## config.mk

```make
export PLATFORM = sky130hd
export DESIGN_NAME = vga_timing_gen_flat
export DESIGN_NICKNAME = d
export VERILOG_FILES = /design/src/rtl/vga_timing_gen_pkg.sv /design/src/rtl/vga_timing_gen_if.sv /design/src/rtl/vga_timing_gen_sync_delay_line.sv /design/src/rtl/vga_timing_gen.sv /design/src/flat_wrapper.sv
export SDC_FILE = /design/constraint.sdc
export NUM_CORES = 1
export LEC_CHECK = 0
export CAP_MARGIN = 20
export CORE_MARGIN = 8
export CORE_UTILIZATION = 48
export CTS_BUF_LIST = sky130_fd_sc_hd__clkbuf_2
export DETAILED_ROUTE_END_ITERATION = 6
export HOLD_SLACK_MARGIN = 0.02
export PLACE_DENSITY_LB_ADDON = 0.05
export SETUP_SLACK_MARGIN = 0.1
export SLEW_MARGIN = 20
export SYNTH_ARGS = -nofsm -noshare
export SYNTH_HDL_FRONTEND = slang
export SYNTH_SLANG_ARGS = --single-unit
```

## constraint.sdc

```tcl
create_clock -name vga_clk -period 3 [get_ports vga_clk]
set_input_delay 0.6 -clock vga_clk [delete_from_list [all_inputs] [get_ports vga_clk]]
set_output_delay 0.6 -clock vga_clk [all_outputs]
set_load 0.02 [all_outputs]
```

## src/rtl/vga_timing_gen_pkg.sv

```systemverilog
// Default 640x480@60 raster constants, coordinate/frame widths and a window-decode helper.
package vga_pkg;
  localparam int unsigned H_VISIBLE = 640;
  localparam int unsigned H_FRONT   = 16;
  localparam int unsigned H_SYNC    = 96;
  localparam int unsigned H_BACK    = 48;
  localparam int unsigned H_TOTAL   = H_VISIBLE + H_FRONT + H_SYNC + H_BACK;

  localparam int unsigned V_VISIBLE = 480;
  localparam int unsigned V_FRONT   = 10;
  localparam int unsigned V_SYNC    = 2;
  localparam int unsigned V_BACK    = 33;
  localparam int unsigned V_TOTAL   = V_VISIBLE + V_FRONT + V_SYNC + V_BACK;

  localparam int unsigned COORD_W = 10;
  localparam int unsigned FRAME_W = 16;

  function automatic logic in_window(input logic [COORD_W-1:0] v,
                                     input int unsigned lo,
                                     input int unsigned len);
    return (32'(v) >= lo) && (32'(v) < lo + len);
  endfunction
endpackage

```

## src/rtl/vga_timing_gen_if.sv

```systemverilog
// Raster timing bundle: coordinates, syncs, active flag, strobes and frame counter.
interface vga_timing_gen_if;
  import vga_pkg::*;

  logic [COORD_W-1:0] DrawX;
  logic [COORD_W-1:0] DrawY;
  logic               blank;
  logic               hs;
  logic               vs;
  logic               hs_d;
  logic               vs_d;
  logic               blank_d;
  logic               line_start;
  logic               frame_start;
  logic [FRAME_W-1:0] frame_count;

  modport master (
    output DrawX, DrawY, blank, hs, vs, hs_d, vs_d, blank_d,
           line_start, frame_start, frame_count
  );

  modport slave (
    input DrawX, DrawY, blank, hs, vs, hs_d, vs_d, blank_d,
          line_start, frame_start, frame_count
  );
endinterface

```

## src/rtl/vga_timing_gen_sync_delay_line.sv

```systemverilog
// Single-bit shift register of DEPTH (>=1) stages, every stage resetting to RST_VAL.
// Output lags input by exactly DEPTH clock edges.
module sync_delay_line #(
  parameter int unsigned DEPTH   = 2,
  parameter logic        RST_VAL = 1'b0
) (
  input  logic clk_i,
  input  logic rst_ni,
  input  logic d_i,
  output logic q_o
);
  logic [DEPTH-1:0] sr_q;

  always_ff @(posedge clk_i or negedge rst_ni) begin
    if (!rst_ni) begin
      sr_q <= {DEPTH{RST_VAL}};
    end else begin
      sr_q[0] <= d_i;
      for (int i = 1; i < DEPTH; i++) begin
        sr_q[i] <= sr_q[i-1];
      end
    end
  end

  assign q_o = sr_q[DEPTH-1];
endmodule

```

## src/rtl/vga_timing_gen.sv

```systemverilog
// Free-running raster timing generator; all strobes registered from next-state counters.
// Undelayed outputs align with DrawX/DrawY; *_d outputs lag them by PIPE_DELAY cycles.
module vga_timing_gen
  import vga_pkg::*;
#(
  parameter int unsigned H_VISIBLE  = vga_pkg::H_VISIBLE,
  parameter int unsigned H_FRONT    = vga_pkg::H_FRONT,
  parameter int unsigned H_SYNC     = vga_pkg::H_SYNC,
  parameter int unsigned H_BACK     = vga_pkg::H_BACK,
  parameter int unsigned V_VISIBLE  = vga_pkg::V_VISIBLE,
  parameter int unsigned V_FRONT    = vga_pkg::V_FRONT,
  parameter int unsigned V_SYNC     = vga_pkg::V_SYNC,
  parameter int unsigned V_BACK     = vga_pkg::V_BACK,
  parameter int unsigned PIPE_DELAY = 2
) (
  input  logic             vga_clk,
  input  logic             reset_n,
  vga_timing_gen_if.master vga
);
  localparam int unsigned H_TOT    = H_VISIBLE + H_FRONT + H_SYNC + H_BACK;
  localparam int unsigned V_TOT    = V_VISIBLE + V_FRONT + V_SYNC + V_BACK;
  localparam int unsigned HS_START = H_VISIBLE + H_FRONT;
  localparam int unsigned VS_START = V_VISIBLE + V_FRONT;

  logic [COORD_W-1:0] x_q, x_d, y_q, y_d;
  logic               hsync_q, hsync_d, vsync_q, vsync_d;
  logic               act_q, act_d, lstart_q, lstart_d, fstart_q, fstart_d;
  logic [FRAME_W-1:0] fcnt_q, fcnt_d;

  always_ff @(posedge vga_clk or negedge reset_n) begin
    if (!reset_n) begin
      x_q      <= '0;
      y_q      <= '0;
      hsync_q  <= 1'b1;
      vsync_q  <= 1'b1;
      act_q    <= 1'b0;
      lstart_q <= 1'b0;
      fstart_q <= 1'b0;
      fcnt_q   <= '0;
    end else begin
      x_q      <= x_d;
      y_q      <= y_d;
      hsync_q  <= hsync_d;
      vsync_q  <= vsync_d;
      act_q    <= act_d;
      lstart_q <= lstart_d;
      fstart_q <= fstart_d;
      fcnt_q   <= fcnt_d;
    end
  end

  // Strobes decode the next-state counters so they register in step with them.
  always_comb begin
    x_d = x_q + COORD_W'(1);
    y_d = y_q;
    if (x_q == COORD_W'(H_TOT - 1)) begin
      x_d = '0;
      y_d = (y_q == COORD_W'(V_TOT - 1)) ? '0 : y_q + COORD_W'(1);
    end
    hsync_d  = !in_window(x_d, HS_START, H_SYNC);
    vsync_d  = !in_window(y_d, VS_START, V_SYNC);
    act_d    = (x_d < COORD_W'(H_VISIBLE)) && (y_d < COORD_W'(V_VISIBLE));
    lstart_d = (x_d == '0);
    fstart_d = lstart_d && (y_d == '0);
    fcnt_d   = fcnt_q + FRAME_W'(fstart_d);
  end

  assign vga.DrawX       = x_q;
  assign vga.DrawY       = y_q;
  assign vga.hs          = hsync_q;
  assign vga.vs          = vsync_q;
  assign vga.blank       = act_q;
  assign vga.line_start  = lstart_q;
  assign vga.frame_start = fstart_q;
  assign vga.frame_count = fcnt_q;

  generate
    if (PIPE_DELAY == 0) begin : g_nodly
      assign vga.hs_d    = hsync_q;
      assign vga.vs_d    = vsync_q;
      assign vga.blank_d = act_q;
    end else begin : g_dly
      sync_delay_line #(.DEPTH(PIPE_DELAY), .RST_VAL(1'b1)) u_hs (
        .clk_i(vga_clk), .rst_ni(reset_n), .d_i(hsync_q), .q_o(vga.hs_d));
      sync_delay_line #(.DEPTH(PIPE_DELAY), .RST_VAL(1'b1)) u_vs (
        .clk_i(vga_clk), .rst_ni(reset_n), .d_i(vsync_q), .q_o(vga.vs_d));
      sync_delay_line #(.DEPTH(PIPE_DELAY), .RST_VAL(1'b0)) u_blank (
        .clk_i(vga_clk), .rst_ni(reset_n), .d_i(act_q), .q_o(vga.blank_d));
    end
  endgenerate
endmodule

```

## src/flat_wrapper.sv

```systemverilog
// flat-port wrapper written by rule: the top's interface ports become plain ports
module vga_timing_gen_flat import vga_pkg::*;
#(
  parameter int unsigned H_VISIBLE  = vga_pkg::H_VISIBLE,
  parameter int unsigned H_FRONT    = vga_pkg::H_FRONT,
  parameter int unsigned H_SYNC     = vga_pkg::H_SYNC,
  parameter int unsigned H_BACK     = vga_pkg::H_BACK,
  parameter int unsigned V_VISIBLE  = vga_pkg::V_VISIBLE,
  parameter int unsigned V_FRONT    = vga_pkg::V_FRONT,
  parameter int unsigned V_SYNC     = vga_pkg::V_SYNC,
  parameter int unsigned V_BACK     = vga_pkg::V_BACK,
  parameter int unsigned PIPE_DELAY = 2
)
  (vga_clk, reset_n, vga_DrawX, vga_DrawY, vga_blank, vga_hs, vga_vs, vga_hs_d, vga_vs_d, vga_blank_d, vga_line_start, vga_frame_start, vga_frame_count);
  vga_timing_gen_if vga_i ();
  input  logic vga_clk;
  input  logic reset_n;
  output wire logic [$bits(vga_i.DrawX)-1:0] vga_DrawX;
  output wire logic [$bits(vga_i.DrawY)-1:0] vga_DrawY;
  output wire logic [$bits(vga_i.blank)-1:0] vga_blank;
  output wire logic [$bits(vga_i.hs)-1:0] vga_hs;
  output wire logic [$bits(vga_i.vs)-1:0] vga_vs;
  output wire logic [$bits(vga_i.hs_d)-1:0] vga_hs_d;
  output wire logic [$bits(vga_i.vs_d)-1:0] vga_vs_d;
  output wire logic [$bits(vga_i.blank_d)-1:0] vga_blank_d;
  output wire logic [$bits(vga_i.line_start)-1:0] vga_line_start;
  output wire logic [$bits(vga_i.frame_start)-1:0] vga_frame_start;
  output wire logic [$bits(vga_i.frame_count)-1:0] vga_frame_count;
  assign vga_DrawX = vga_i.DrawX;
  assign vga_DrawY = vga_i.DrawY;
  assign vga_blank = vga_i.blank;
  assign vga_hs = vga_i.hs;
  assign vga_vs = vga_i.vs;
  assign vga_hs_d = vga_i.hs_d;
  assign vga_vs_d = vga_i.vs_d;
  assign vga_blank_d = vga_i.blank_d;
  assign vga_line_start = vga_i.line_start;
  assign vga_frame_start = vga_i.frame_start;
  assign vga_frame_count = vga_i.frame_count;
  vga_timing_gen #(.H_VISIBLE(H_VISIBLE), .H_FRONT(H_FRONT), .H_SYNC(H_SYNC), .H_BACK(H_BACK), .V_VISIBLE(V_VISIBLE), .V_FRONT(V_FRONT), .V_SYNC(V_SYNC), .V_BACK(V_BACK), .PIPE_DELAY(PIPE_DELAY)) u_core (.vga_clk(vga_clk), .reset_n(reset_n), .vga(vga_i));
endmodule
```

==> impl_metrics.yaml <==
synth:
  synth.area.mux_share_pct: 0.490
  yosysSeqAreaShare_pct: 51.5
  netlist.area_leader.share_pct: 44.6
  synth_area_leaders: "dfrtp_1 45%, dfstp_2 6.9%, xnor2_1 6.5%"
  synth_xor_xnor_area_share_pct: 10.9
  synth-compound-area-share_pct: 9.74
  syn-instance-count: 210
  syn_nets: 218
  synthFlopType: "dfrtp_1"
  ys_ff_latch: 47
  ys_top_cells_by_count: "41 x dfrtp_1, 21 x nand2_1, 17 x xnor2_1"
  netlist_area_sq_mm: 0.00230
  synthSimpleGateAreaFrac_pct: 21.2
  ys_warn_count: 0
  synth_edf_count: 0
  synth_cell_types: 47
  yosys.area.top_type: "dfrtp_1"
  synthAdderAreaFrac_pct: 3.26
  synth_most_common_cell: "dfrtp_1"
  synth_top_family_by_area: "simple AND/OR/NAND/NOR gates"
  synthArstFlopShare_pct: 100
  avgSynthCellArea_sq_um: 11.0
floorplanning:
  die_x_um: 85.2
  num_io_pins: 46
  start_util_pct: 49.3
  fp.dieH_um: 85.2
  rows: 25
  core-area_sq_mm: 0.00466
  die-area_sq_mm: 0.00726
place:
  numPlacedInstances: 332
  gp_congestion: 0.840
  portBuffers: 45
  dp_hpwl_um: 4040
  placed_area_sq_mm: 0.00306
cells_and_area:
  drive_gt1_share_pct: 28.9
  layout.nets: 298
  finalNonFillerCells: 345
  fin_util_pct: 69.7
  finalInstanceArea_sq_mm: 0.00325
  area_delta_synth_final_pct: 41.2
  diodes: 0
power_and_ir_drop:
  p_leak_nw: 1.44
  ir_drop_mv: 0.182
  p_total_mw: 0.997
  powerDensity_mw_per_mm2: 307
setup_path:
  cp-end-kind: "flip-flop"
  start_kind: "flip-flop"
  critPathKind: "flip-flop to flip-flop"
  worstPathMaxFanout: 4
  arrival_ps: 3260
  crit_required_ps: 3360
routing:
  dr.pass1.iters: 4
  totalWireLength_um: 5480
  drc: 0
  ant_nets: 0
  wl_per_cell_um: 15.9
  drtIter0Drc: 72
  vias_per_cell: 5.51
  vias: 1901
sta:
  fin_skew_ps: 5.46
  slew_headroom_pct: 71.4
  period_minus_slack_ps: 2910
  fmax_mhz: 344
  rsz0062_at_grt: "yes"
  finalHoldViolCount: 0
  slew_violations: 0
  fin_crit_sh_pct: 96.9
  tightest_slew_ps: 429
  setup_viol_count_final: 0
global_route:
  grt_max_degree: 22
  track_usage_pct: 15.6
  grt_pass1_vias: 1935
  antenna_found_initial: 0
  grt-ovfl-total: 0
  grt_pass1_wl_um: 9160
clocking:
  clk_latency_ps: 410
  cts-root-buf: "clkbuf_2"
  cts_tree: "built"
  cts-htree-levels: 2
  clkTransAtPathRegs_ps: 230
  hold_buffers: 0
  cts_buffers: 5
  cts.path.max_buffers: 2
  cts.sinks: 47
job:
  cap_violations: 0
hold_path:
  hp-class: "input pin to asynchronous set/reset pin"
status:
  status: "complete, no violations"
cells by family (layout without fill, tap and decap cells):
kind of cell	after synthesis	in the layout
XOR/XNOR	27	27
AND/OR/NAND/NOR	83	83
adder cells (fa/ha/maj)	6	6
multiplexers	1	1
flip-flops	47	47
AO/OA/AOI/OAI	33	33
buffers and inverters	13	94
where the power goes:
group / switching (mW) / total, mW / internal (mW)
sequential: 0 / 0.635 / 0.635
combinational: 0.0120 / 0.0142 / 0.00217
clock: 0.206 / 0.347 / 0.141
total: 0.218 / 0.997 / 0.779
per-stage QoR:
stage                     setup TNS [ps]  setup WS (ps)  hold slack [ps]
after detailed placement            -283          -53.8              339
final                                  0           91.6             74.2
after global routing                -182          -84.8             60.8
after global placement             -28.7          -14.9              339
after CTS                              0           51.1             75.5
after floorplan                     -221          -49.0              304
routing by layer:
metal	up-vias	wire (um)	global-route usage [%]
met1	927	2370	18.6
met2	66	2660	26.4
li1	902	-	-
met3	6	389	4.44
met5	-	0	0
met4	0	54	4.69
cell type report:
| class | instances | area, sq um |
|---|---|---|
| clock buffer | 5 | 25.0 |
| clock inverter | 3 | 43.8 |
| fill | 359 | 1410 |
| inverter | 7 | 26.3 |
| multi-input combinational | 150 | 1200 |
| sequential | 47 | 1190 |
| tap | 54 | 67.6 |
| timing repair buffer | 79 | 701 |
registers in the layout, indices dropped and copies added (netlist names):
signal                     cells
u_core.g_dly.u_blank.sr_q      2
u_core.g_dly.u_hs.sr_q         2
u_core.g_dly.u_vs.sr_q         2
u_core.vga.DrawX              10
u_core.vga.DrawY              10
u_core.vga.blank               1
u_core.vga.frame_count        16
u_core.vga.frame_start         1
u_core.vga.hs                  1
u_core.vga.line_start          1
u_core.vga.vs                  1
what timing repair did:
item	CTS	global route
hold endpoints to repair	0	0
gates cloned	0	0
setup endpoints to repair	10	11
buffers inserted	3	2
gates resized for setup	4	12
pin swaps	3	7
path summary, 6_finish.rpt:
check,from,end,slack [ps],depth (start not counted)
worst min register to register,u_core.g_dly.u_hs.sr_q[0],u_core.g_dly.u_hs.sr_q[1],380,0
worst min-delay path,reset_n,u_core.vga.frame_count[5],70,1
worst max-delay path,u_core.vga.DrawX[1],u_core.vga.frame_count[13],90,14
min in group vga_clk,u_core.g_dly.u_hs.sr_q[0],u_core.g_dly.u_hs.sr_q[1],380,0
max in group asynchronous,reset_n,u_core.vga.vs,2290,2
worst max register to register,u_core.vga.DrawX[1],u_core.vga.frame_count[13],90,14
placed cells by master (no fill, tap or decap), types with 2 or more instances in the layout:
master           netlist  layout
nand2_2                0       5
nand2_1               21      16
and4_1                 3       2
dfrtp_2                0       3
nor4_4                 2       4
inv_1                  7       7
a31oi_1                4       4
ha_4                   0       3
dfrtp_1               41      38
o31ai_1                2       2
clkdlybuf4s50_1        0      44
a211o_1                2       2
buf_4                  2      34
clkbuf_2               0       5
nand3_1               16      15
nor3_1                 6       5
a21oi_1                5       5
ha_1                   6       3
nor2_1                13      10
or3_1                  3       3
xnor2_1               17      16
dfstp_2                6       6
or4_4                  1       2
nor2_4                 0       2
xor2_2                 2       2
xor2_1                 8       8
and3_1                 6       5
o21ai_0                9       8
worst max-delay path, cell delays in order (launching register included):
cell and delay [ps]:
dfrtp_2 450, ha_4 170, nand4_4 120, buf_4 170
o21ai_0 140, nand2_1 70, a211o_1 360, nor4_4 300
and4_4 280, ha_4 150, and3_4 180, nand2_2 60
nor2_4 130, nand3_1 110, xnor2_1 170
(Power assumes the default switching activity.)
